**config.mk**
```make
export PLATFORM = sky130hd
export DESIGN_NAME = keypad_scanner
export DESIGN_NICKNAME = d
export VERILOG_FILES = /design/src/rtl/keypad_scanner_pkg.sv /design/src/rtl/keypad_strobe.sv /design/src/rtl/keypad_scanner.sv
export SDC_FILE = /design/constraint.sdc
export NUM_CORES = 1
export LEC_CHECK = 0
export ABC_CLOCK_PERIOD_IN_PS = 10000
export CAP_MARGIN = 20
export CORE_UTILIZATION = 55
export DETAILED_ROUTE_END_ITERATION = 7
export PLACE_DENSITY = 0.78
export SYNTH_ARGS = -nofsm -noshare
export SYNTH_HDL_FRONTEND = slang
export SYNTH_SLANG_ARGS = --single-unit
```
**constraint.sdc**
```tcl
create_clock -name clk -period 10 [get_ports clk]
set_input_delay 1.5 -clock clk [delete_from_list [all_inputs] [get_ports clk]]
set_output_delay 1.5 -clock clk [all_outputs]
set_load 0.01 [all_outputs]
```
**src/rtl/keypad_scanner_pkg.sv**
```systemverilog
`default_nettype none
//============================================================================
// Module      : keypad_scanner_pkg
// Description : Shared encodings for the key-matrix scanner.
// Revision    : 1.0 - initial release
//============================================================================
package keypad_scanner_pkg;

    localparam int c_key_w  = 4;
    localparam int c_data_w = 16;

    typedef enum logic [1:0] {
        ST_IDLE      = 2'd0,
        ST_DEB_PRESS = 2'd1,
        ST_PRESSED   = 2'd2,
        ST_DEB_REL   = 2'd3
    } state_t;

    typedef enum logic [1:0] {
        SNAP_NONE   = 2'd0,
        SNAP_SINGLE = 2'd1,
        SNAP_MULTI  = 2'd2
    } snap_class_t;

endpackage

`default_nettype wire

```
**src/rtl/keypad_strobe.sv**
```systemverilog
`default_nettype none
//============================================================================
// Module      : keypad_strobe
// Description : Column dwell counter and one-hot-low column ring.
// Revision    : 1.0 - initial release
//============================================================================
module keypad_strobe #(
    parameter int COLS     = 4,
    parameter int SCAN_DIV = 4096
) (
    input  logic                      clk,
    input  logic                      rst_n,
    output logic [COLS-1:0]           cols_n,
    output logic [$clog2(COLS)-1:0]   col_idx,
    output logic                      sample_en,
    output logic                      scan_end
);

    localparam int c_dw = $clog2(SCAN_DIV);
    localparam int c_cw = $clog2(COLS);

    logic [c_dw-1:0] r_dwell;
    logic [c_cw-1:0] w_col_next;

    assign sample_en  = (r_dwell == c_dw'(SCAN_DIV - 1));
    assign scan_end   = sample_en && (col_idx == c_cw'(COLS - 1));
    assign w_col_next = (col_idx == c_cw'(COLS - 1)) ? '0 : col_idx + c_cw'(1);

    always_ff @(posedge clk or negedge rst_n) begin
        if (!rst_n) begin
            r_dwell <= '0;
            col_idx <= '0;
            cols_n  <= {{(COLS-1){1'b1}}, 1'b0};
        end else if (sample_en) begin
            r_dwell <= '0;
            col_idx <= w_col_next;
            cols_n  <= ~(COLS'(1) << w_col_next);
        end else begin
            r_dwell <= r_dwell + c_dw'(1);
        end
    end

endmodule

`default_nettype wire

```
**src/rtl/keypad_scanner.sv**
```systemverilog
`default_nettype none
//============================================================================
// Module      : keypad_scanner
// Description : Scans a row/column key matrix, debounces, and reports presses.
// Revision    : 1.0 - initial release
//============================================================================
module keypad_scanner
    import keypad_scanner_pkg::*;
#(
    parameter int ROWS     = 4,
    parameter int COLS     = 4,
    parameter int SCAN_DIV = 4096,
    parameter int DEBOUNCE = 4
) (
    input  logic                 clk,
    input  logic                 rst_n,
    input  logic [ROWS-1:0]      rows_n,
    output logic [COLS-1:0]      cols_n,
    output logic [c_key_w-1:0]   key_code,
    output logic                 key_valid,
    output logic                 key_held,
    output logic [c_data_w-1:0]  data_out
);

    localparam int c_nk    = ROWS * COLS;
    localparam int c_cnt_w = $clog2(DEBOUNCE + 1);

    logic [$clog2(COLS)-1:0] w_col_idx;
    logic                    w_sample_en;
    logic                    w_scan_end;
    logic [ROWS-1:0]         r_sync1;
    logic [ROWS-1:0]         r_rows_s;
    logic [c_nk-1:0]         r_snap;
    logic [c_nk-1:0]         w_snap;
    logic [4:0]              w_ones;
    logic [c_key_w-1:0]      w_code;
    snap_class_t             w_class;
    state_t                  r_state, w_state_nxt;
    logic [c_key_w-1:0]      r_cand, w_cand_nxt;
    logic [c_cnt_w-1:0]      r_cnt, w_cnt_nxt;
    logic                    w_accept;
    logic                    w_release;

    keypad_strobe #(
        .COLS     (COLS),
        .SCAN_DIV (SCAN_DIV)
    ) u_strobe (
        .clk       (clk),
        .rst_n     (rst_n),
        .cols_n    (cols_n),
        .col_idx   (w_col_idx),
        .sample_en (w_sample_en),
        .scan_end  (w_scan_end)
    );

    always_ff @(posedge clk or negedge rst_n) begin
        if (!rst_n) begin
            r_sync1  <= '1;
            r_rows_s <= '1;
            r_snap   <= '0;
        end else begin
            r_sync1  <= rows_n;
            r_rows_s <= r_sync1;
            if (w_sample_en)
                r_snap <= w_snap;
        end
    end

    // The column being sampled this cycle is merged in so scan-end sees the full matrix.
    always_comb begin
        w_snap = r_snap;
        for (int r = 0; r < ROWS; r++)
            w_snap[r*COLS + int'(w_col_idx)] = ~r_rows_s[r];
    end

    always_comb begin
        w_ones = '0;
        w_code = '0;
        for (int i = 0; i < c_nk; i++) begin
            if (w_snap[i]) begin
                w_ones = w_ones + 5'd1;
                w_code = c_key_w'(i);
            end
        end
        if (w_ones == 5'd0)
            w_class = SNAP_NONE;
        else if (w_ones == 5'd1)
            w_class = SNAP_SINGLE;
        else
            w_class = SNAP_MULTI;
    end

    always_ff @(posedge clk or negedge rst_n) begin
        if (!rst_n) begin
            r_state <= ST_IDLE;
            r_cand  <= '0;
            r_cnt   <= '0;
        end else begin
            r_state <= w_state_nxt;
            r_cand  <= w_cand_nxt;
            r_cnt   <= w_cnt_nxt;
        end
    end

    always_comb begin
        w_state_nxt = r_state;
        w_cand_nxt  = r_cand;
        w_cnt_nxt   = r_cnt;
        if (w_scan_end) begin
            case (r_state)
                ST_IDLE: begin
                    if (w_class == SNAP_SINGLE) begin
                        w_cand_nxt = w_code;
                        if (DEBOUNCE == 1) begin
                            w_state_nxt = ST_PRESSED;
                            w_cnt_nxt   = '0;
                        end else begin
                            w_state_nxt = ST_DEB_PRESS;
                            w_cnt_nxt   = c_cnt_w'(1);
                        end
                    end
                end
                ST_DEB_PRESS: begin
                    if (w_class != SNAP_SINGLE) begin
                        w_state_nxt = ST_IDLE;
                        w_cnt_nxt   = '0;
                    end else if (w_code != r_cand) begin
                        w_cand_nxt = w_code;
                        w_cnt_nxt  = c_cnt_w'(1);
                    end else if (int'(r_cnt) + 1 >= DEBOUNCE) begin
                        w_state_nxt = ST_PRESSED;
                        w_cnt_nxt   = '0;
                    end else begin
                        w_cnt_nxt = r_cnt + c_cnt_w'(1);
                    end
                end
                ST_PRESSED: begin
                    if (w_class == SNAP_NONE) begin
                        if (DEBOUNCE == 1) begin
                            w_state_nxt = ST_IDLE;
                            w_cnt_nxt   = '0;
                        end else begin
                            w_state_nxt = ST_DEB_REL;
                            w_cnt_nxt   = c_cnt_w'(1);
                        end
                    end
                end
                ST_DEB_REL: begin
                    if (w_class != SNAP_NONE) begin
                        w_state_nxt = ST_PRESSED;
                        w_cnt_nxt   = '0;
                    end else if (int'(r_cnt) + 1 >= DEBOUNCE) begin
                        w_state_nxt = ST_IDLE;
                        w_cnt_nxt   = '0;
                    end else begin
                        w_cnt_nxt = r_cnt + c_cnt_w'(1);
                    end
                end
                default: begin
                    w_state_nxt = ST_IDLE;
                    w_cnt_nxt   = '0;
                end
            endcase
        end
    end

    // DEB_REL -> PRESSED is a bounce on release, not a new press.
    always_comb begin
        w_accept  = (w_state_nxt == ST_PRESSED) &&
                    ((r_state == ST_IDLE) || (r_state == ST_DEB_PRESS));
        w_release = (w_state_nxt == ST_IDLE) &&
                    ((r_state == ST_PRESSED) || (r_state == ST_DEB_REL));
    end

    always_ff @(posedge clk or negedge rst_n) begin
        if (!rst_n) begin
            key_code  <= '0;
            key_valid <= 1'b0;
            key_held  <= 1'b0;
            data_out  <= '0;
        end else begin
            key_valid <= w_accept;
            if (w_accept) begin
                key_code <= w_cand_nxt;
                data_out <= {data_out[c_data_w-c_key_w-1:0], w_cand_nxt};
                key_held <= 1'b1;
            end else if (w_release) begin
                key_held <= 1'b0;
            end
        end
    end

endmodule

`default_nettype wire

```
Word-level counts from Yosys, hierarchy flattened. Cells that the tools add are included.

Register bits after elaboration: 73. Input port bits: 6. Output and inout port bits: 26. Word-level logic and storage cells: 148.

$add $sub $neg: 22. $lt $le $gt $ge: 9. Eq/ne operators: 12. Shift operators: 1. Muxes and demuxes: 70. Bitwise operators: 5. Reductions and logical operators: 16.

Operators with widths (count): adder 5 x 1 -> 5 bit, second input constant (15); two-way mux 5 bit (15); two-way mux 4 bit (18); bitwise mux 16 bit (4); two-way mux 2 bit (11); two-way mux 3 bit (6); adder 12 x 1 -> 12 bit, second input constant (1); demux 1 bit (select 4 bit) (3); equality test 12 bit, second input constant (1); two-way mux 12 bit (1); one-hot mux 3 bit (4 select lines) (1); adder 4 x 2 -> 5 bit, first input constant (2); >= comparator 5 x 1 -> 1 bit, second input constant (2); less-than comparator 5 bit, second input constant (2); equality test 2 bit, second input constant (4); two-way mux 1 bit (8); one-hot mux 2 bit (4 select lines) (1); one-hot mux 4 bit (2 select lines) (1); logical AND 1 bit (7); zero test 2 bit (3); equality test 5 x 1 -> 1 bit, second input constant (1); zero test 5 bit (1); less-than comparator 2 x 5 -> 1 bit, second input constant (1); less-than comparator 4 x 5 -> 1 bit, second input constant (1); other kinds (18) (25).

Logic depth before layout (Yosys ltp).
Depth after elaboration: 50. Gate-level depth with buffers: 59. Gate-level depth less buffers: 56.

By module. A second synthesis with hierarchy kept.

Cells, all modules: 593. Area, all modules: 5557.8 um^2.

Modules (own cells, without submodules): keypad_scanner (times used 1, cells an instance 518, area each 4680.7 um^2, sequential area each 1286.2 um^2); keypad_strobe (times used 1, cells an instance 75, area each 877.1 um^2, sequential area each 454.2 um^2).

Worst setup path before layout. OpenSTA, ideal clock, no wires.

Path kind: register -> register. Start: register u_strobe.col_idx[1]. End: register data_out[10]. Setup time: 0.125 ns. Arrival time: 10.565 ns. Required time: 9.875 ns. Setup slack: -0.691 ns. Cell stages (with the launch flop): 56. Path buffers: 3. Clock period less this slack: 10.691 ns. Cells stage by stage: dfrtp_1 > inv_1 > ha_1 > clkbuf_1 > mux2i_1 > inv_1 > ha_1 > nor3_1 > nor2_1 > ha_1 > nand3_1 > o31ai_4 > ha_1 > mux2_2 > ha_1 > a222oi_1 > buf_2 > inv_1 > (+20 left out) > nand2_1 > ha_1 > nor2_1 > a31oi_1 > ha_1 > nand2_1 > nand2_1 > ha_1 > nor2_1 > a31oi_1 > ha_1 > nand2_1 > or3_1 > mux2i_1 > xnor2_2 > nand4_4 > buf_6 > mux2_4.

Elaborated cells between the ends (all ways): 93. Classes of those cells: add/sub (18); order compare (8); eq/ne (6); mux (52); reduce/logical (9).

RTL lines: from (decl) (line keypad_strobe.sv:14) `output logic [$clog2(COLS)-1:0] col_idx,`; from (signal assigned) (line keypad_strobe.sv:36) `col_idx <= w_col_next;`; adder 3 x 2 -> 4 bit (tied with other cells) (line keypad_scanner.sv:73) `w_snap[r*COLS + int'(w_col_idx)] = ~r_rows_s[r];`; less-than comparator 4 x 5 -> 1 bit (implied by the code) (tied with other cells) (line keypad_scanner.sv:73); logical AND 1 bit (implied by the code) or two-way mux 1 bit (tied branches) (line keypad_scanner.sv:73); two-way mux 1 bit (implied by the code) or demux 1 bit (select 2 bit) (tied branches) (line keypad_scanner.sv:73); demux 1 bit (select 4 bit) or bitwise mux 16 bit (tied branches) (line keypad_scanner.sv:73); bitwise mux 16 bit (2 in a row) (line keypad_scanner.sv:73); bitwise mux 16 bit (*) (line keypad_scanner.sv:73); net w_snap[1] (line keypad_scanner.sv:34) `logic [c_nk-1:0] w_snap;`; (+30 left out); two-way mux 2 bit (line keypad_scanner.sv:87) `else if (w_ones == 5'd1)`; two-way mux 2 bit (line keypad_scanner.sv:85) `if (w_ones == 5'd0)`; != test 2 x 1 -> 1 bit (tied with other cells) (line keypad_scanner.sv:124) `if (w_class != SNAP_SINGLE) begin`; two-way mux 2 bit (on tied branches); one-hot mux 2 bit (4 select lines) (*) (line keypad_scanner.sv:110) `case (r_state)`; two-way mux 2 bit (*) (line keypad_scanner.sv:109) `if (w_scan_end) begin`; equality test 2 bit (*) (line keypad_scanner.sv:169) `w_accept = (w_state_nxt == ST_PRESSED) &&`; logical AND 1 bit (*) (line keypad_scanner.sv:169); to (signal assigned) (line keypad_scanner.sv:185) `data_out <= {data_out[c_data_w-c_key_w-1:0], w_cand_nxt};`; to (decl) (line keypad_scanner.sv:22) `output logic [c_data_w-1:0] data_out`.

Mark *: on every way through the listed nets, which the timed path passes. The rest lies on a longest branch. A chain may end at the register's enable or synchronous reset.

Worst setup path after layout.
Start: register u_strobe.col_idx[1]. End: register data_out[5].

The elaborated chain is that of the path after synthesis.

==> impl_results.md <==
* Die Area at 9890 sq um
* Post-synthesis compound-gate area fraction at 0.160
* Syn nets at 590
* First-pass GRT wire length at 21400 um
* Critical Path Sink Type: flip-flop
* Netlist cell types at 80
* Drt wl/cell at between 15 and 20 um
* Drt total wl at around 14000 um
* H-tree levels at 3
* Final TNS setup at -4.38 ns
* Clock tree sinks at 69
* Logic gate share of total power at 0.180
* Top FF cell, synth: dfrtp_1
* Top area cells in the synthesized netlist: dfrtp_1 28%, dfstp_2 5.5%, ha_1 5.0%, xnor2_1 5.0%, nand2_1 4.9%
* Worst Slack Setup Final at -0.227 ns
* Drt first-iter violations at 284
* Crit path required time at 10.22 ns
* Skew-Pair Late Insertion Delay at 0.34 ns
* Initial Util at 0.565
* Yosys top cell area share at 0.278
* Post-synthesis mux area share at 0.0925
* Maximum clock rate at 97.8 MHz
* Gr ovfl total at 0
* Slew margin rel. at 0.374
* Most used cell, CP: ha_4
* Failing checks: negative setup slack
* Antenna violations before repair at 0
* Max-cap viol count at 0
* First-pass DRT Iterations at 5
* Worst path max stage delay at 0.40 ns
* #FFs+latches synth at 69
* Internal power at roughly 0.46 mW
* Gpl congestion at 0.860
* EDFF count, synth at 0
* Vias at 4536
* Fin crit share at 1.02
* Net switching power at 0.182 mW
* Design Area, Final at 6680 sq um
* Tmin final at a little over 10 ns
* Outcome: complete, but fails checks
* Synth top cells by count: 68 x nand2_1, 58 x dfrtp_1, 43 x nor2_1
* CTS tree: built
* Simple-gate share of the synthesized area at 0.201
* Pre-CTS WS at -0.414 ns
* Fraction of layout cells with a size suffix above 1 at 0.299
* RSZ-0062 raised after global routing: true
* Tightest Pin Transition at 0.913 ns
* Most frequent cell after synthesis: nand2_1
* Post-synthesis sequential area ratio at 0.333
* Clock power share at 0.366
* Largest net degree at the start of global routing at 70
* Fin. Hold Viols at 0
* Power Density at 95.6 nW/um^2
* Total power at 0.639 mW
* Hold WC Path Type: reg -> reg
* Syn_area_per_cell at 9.28 sq um
* Ports at 32
* Sequential Power Share at 0.454
* Antenna Cells at 0
* Chip width at 99.5 um
* Post-DR vias/cell at roughly 6
* DRC at 0
* LEAKAGE at 2.86 nW
* Cell Area, Synth at 5220 sq um
* Largest family of logic cells by synthesized area: simple AND/OR/NAND/NOR gates
* Setup Skew at 0.0130 ns
* Crit path max fanout at 5
* Slowest cell on the critical path: dfrtp_1
* Bufs on Longest Clock Path at 2
* Switch share at 0.285
* Setup violators final at 26
* Yosys top cell by area: dfrtp_1
* Std cell rows at 35
* Port Buf Inserts at 31
* Final layout net count at around 670
* Core ar. at 9240 sq um
* Hpwl dp at roughly 8600 um
* Slew Limit Fails at 0
* ANT nets after route at 0
* Cells after Synth at 563
* Layout area overhead at 27.9%
* Root Buffer: clkbuf_8
* Total CTS buffers at 9
* Post-CTS Hold Buffers at 0
* Startpoint Class: flip-flop
* Number of global-route vias before repair at about 4500
* Worst path arrival time at 10.45 ns
* Total GRT Usage at 0.274
* Fraction of the mapped netlist area in adder cells at 0.0503
* Die Height at 99.5 um
* XOR/XNOR share of the synthesized area at 0.127
* Ys async rst share at 1.00
* Synth warn at 0
* Placed inst area at between 5000 and 6000 sq um
* Max IR drop VDD at 0.111 mV
* Clock-pin slew on the worst setup and hold paths at 0.08 ns
* CP Class: reg -> reg
-- critical path, delay by kind of cell (launching register included) --
kind            cells  cell delay [ns]
compound gates     12             2.08
xor+xnor            1             0.17
fa+ha+maj          15             3.87
buf+inv             6             0.69
flops               1             0.40
mux                 5             1.19
simple gates       15             1.72
-- stage by stage --
step	instances	util	hold WS, ns
global placement	715	0.634	0.345
CTS	765	0.701	0.340
detailed placement	715	0.634	0.347
floorplan	563	-	0.345
finish	775	0.723	0.343
global route	775	0.723	0.344
-- power groups by stage --
stage | registers (mW) | logic, mW | clock network (mW)
2_1_floorplan | 0.293 | 0.0638 | 0
3_3_place_gp | 0.294 | 0.0819 | 0
3_5_place_dp | 0.295 | 0.0852 | 0
4_1_cts | 0.289 | 0.0970 | 0.239
5_1_grt | 0.290 | 0.124 | 0.250
6_report | 0.290 | 0.115 | 0.234
-- final timing paths --
kind	slack, ns	cells after the start	startpoint	to
min reg2reg	0.34	0	r_sync1[3]	r_rows_s[3]
max	-0.23	54	u_strobe.col_idx[1]	data_out[5]
min in group asynchronous	1.35	2	rst_n	r_snap[13]
min	0.34	0	r_sync1[3]	r_rows_s[3]
max reg2reg	-0.23	54	u_strobe.col_idx[1]	data_out[5]
max in group asynchronous	8.06	2	rst_n	u_strobe.col_idx[0]
-- layer usage --
layer	vias up	wire length, um	global-route usage	part of all wire
met5	-	0	0	0
met4	0	339	0.111	0.025
met3	31	670	0.0464	0.050
met2	161	6490	0.445	0.48
met1	2191	6020	0.367	0.45
li1	2153	-	-	-
-- state kept, by name, indices dropped and copies added (netlist names), 2 cells and up --
register,cells
u_strobe.cols_n,4
u_strobe.r_dwell,12
r_snap,16
r_cand,4
r_rows_s,4
r_cnt,3
data_out,13
key_code,3
r_state,2
r_sync1,4
u_strobe.col_idx,2
-- cell families after synthesis --
kind of cell / count (synthesis)
compound gates: 117
xor+xnor: 61
fa+ha+maj: 21
buf+inv: 42
flops: 69
mux: 42
simple gates: 211
-- placed cells by master (no fill, tap or decap), types with 14 or more instances in the layout --
master	count
buf_4	53
nor2_1	38
xnor2_1	29
nand2_1	61
mux2_4	14
nand3_1	20
xor2_1	19
clkdlybuf4s50_1	30
o21ai_0	32
dfrtp_1	57
-- timing repair --
item,CTS,global route
pin swaps,19,16
gates cloned,3,1
setup endpoints to repair,27,27
setup buffers,31,9
resized for setup,29,25
-- final cells by class --
| type | instances | area, sq um |
|---|---|---|
| multi-input combinational | 452 | 3670 |
| fill | 645 | 2560 |
| sequential | 69 | 1740 |
| timing repair buffer | 92 | 830 |
| tap | 129 | 161 |
| clock buffer | 9 | 124 |
| clock inverter | 7 | 80.1 |
| inverter | 17 | 72.6 |
No activity file was read; power rests on OpenSTA's default activity.
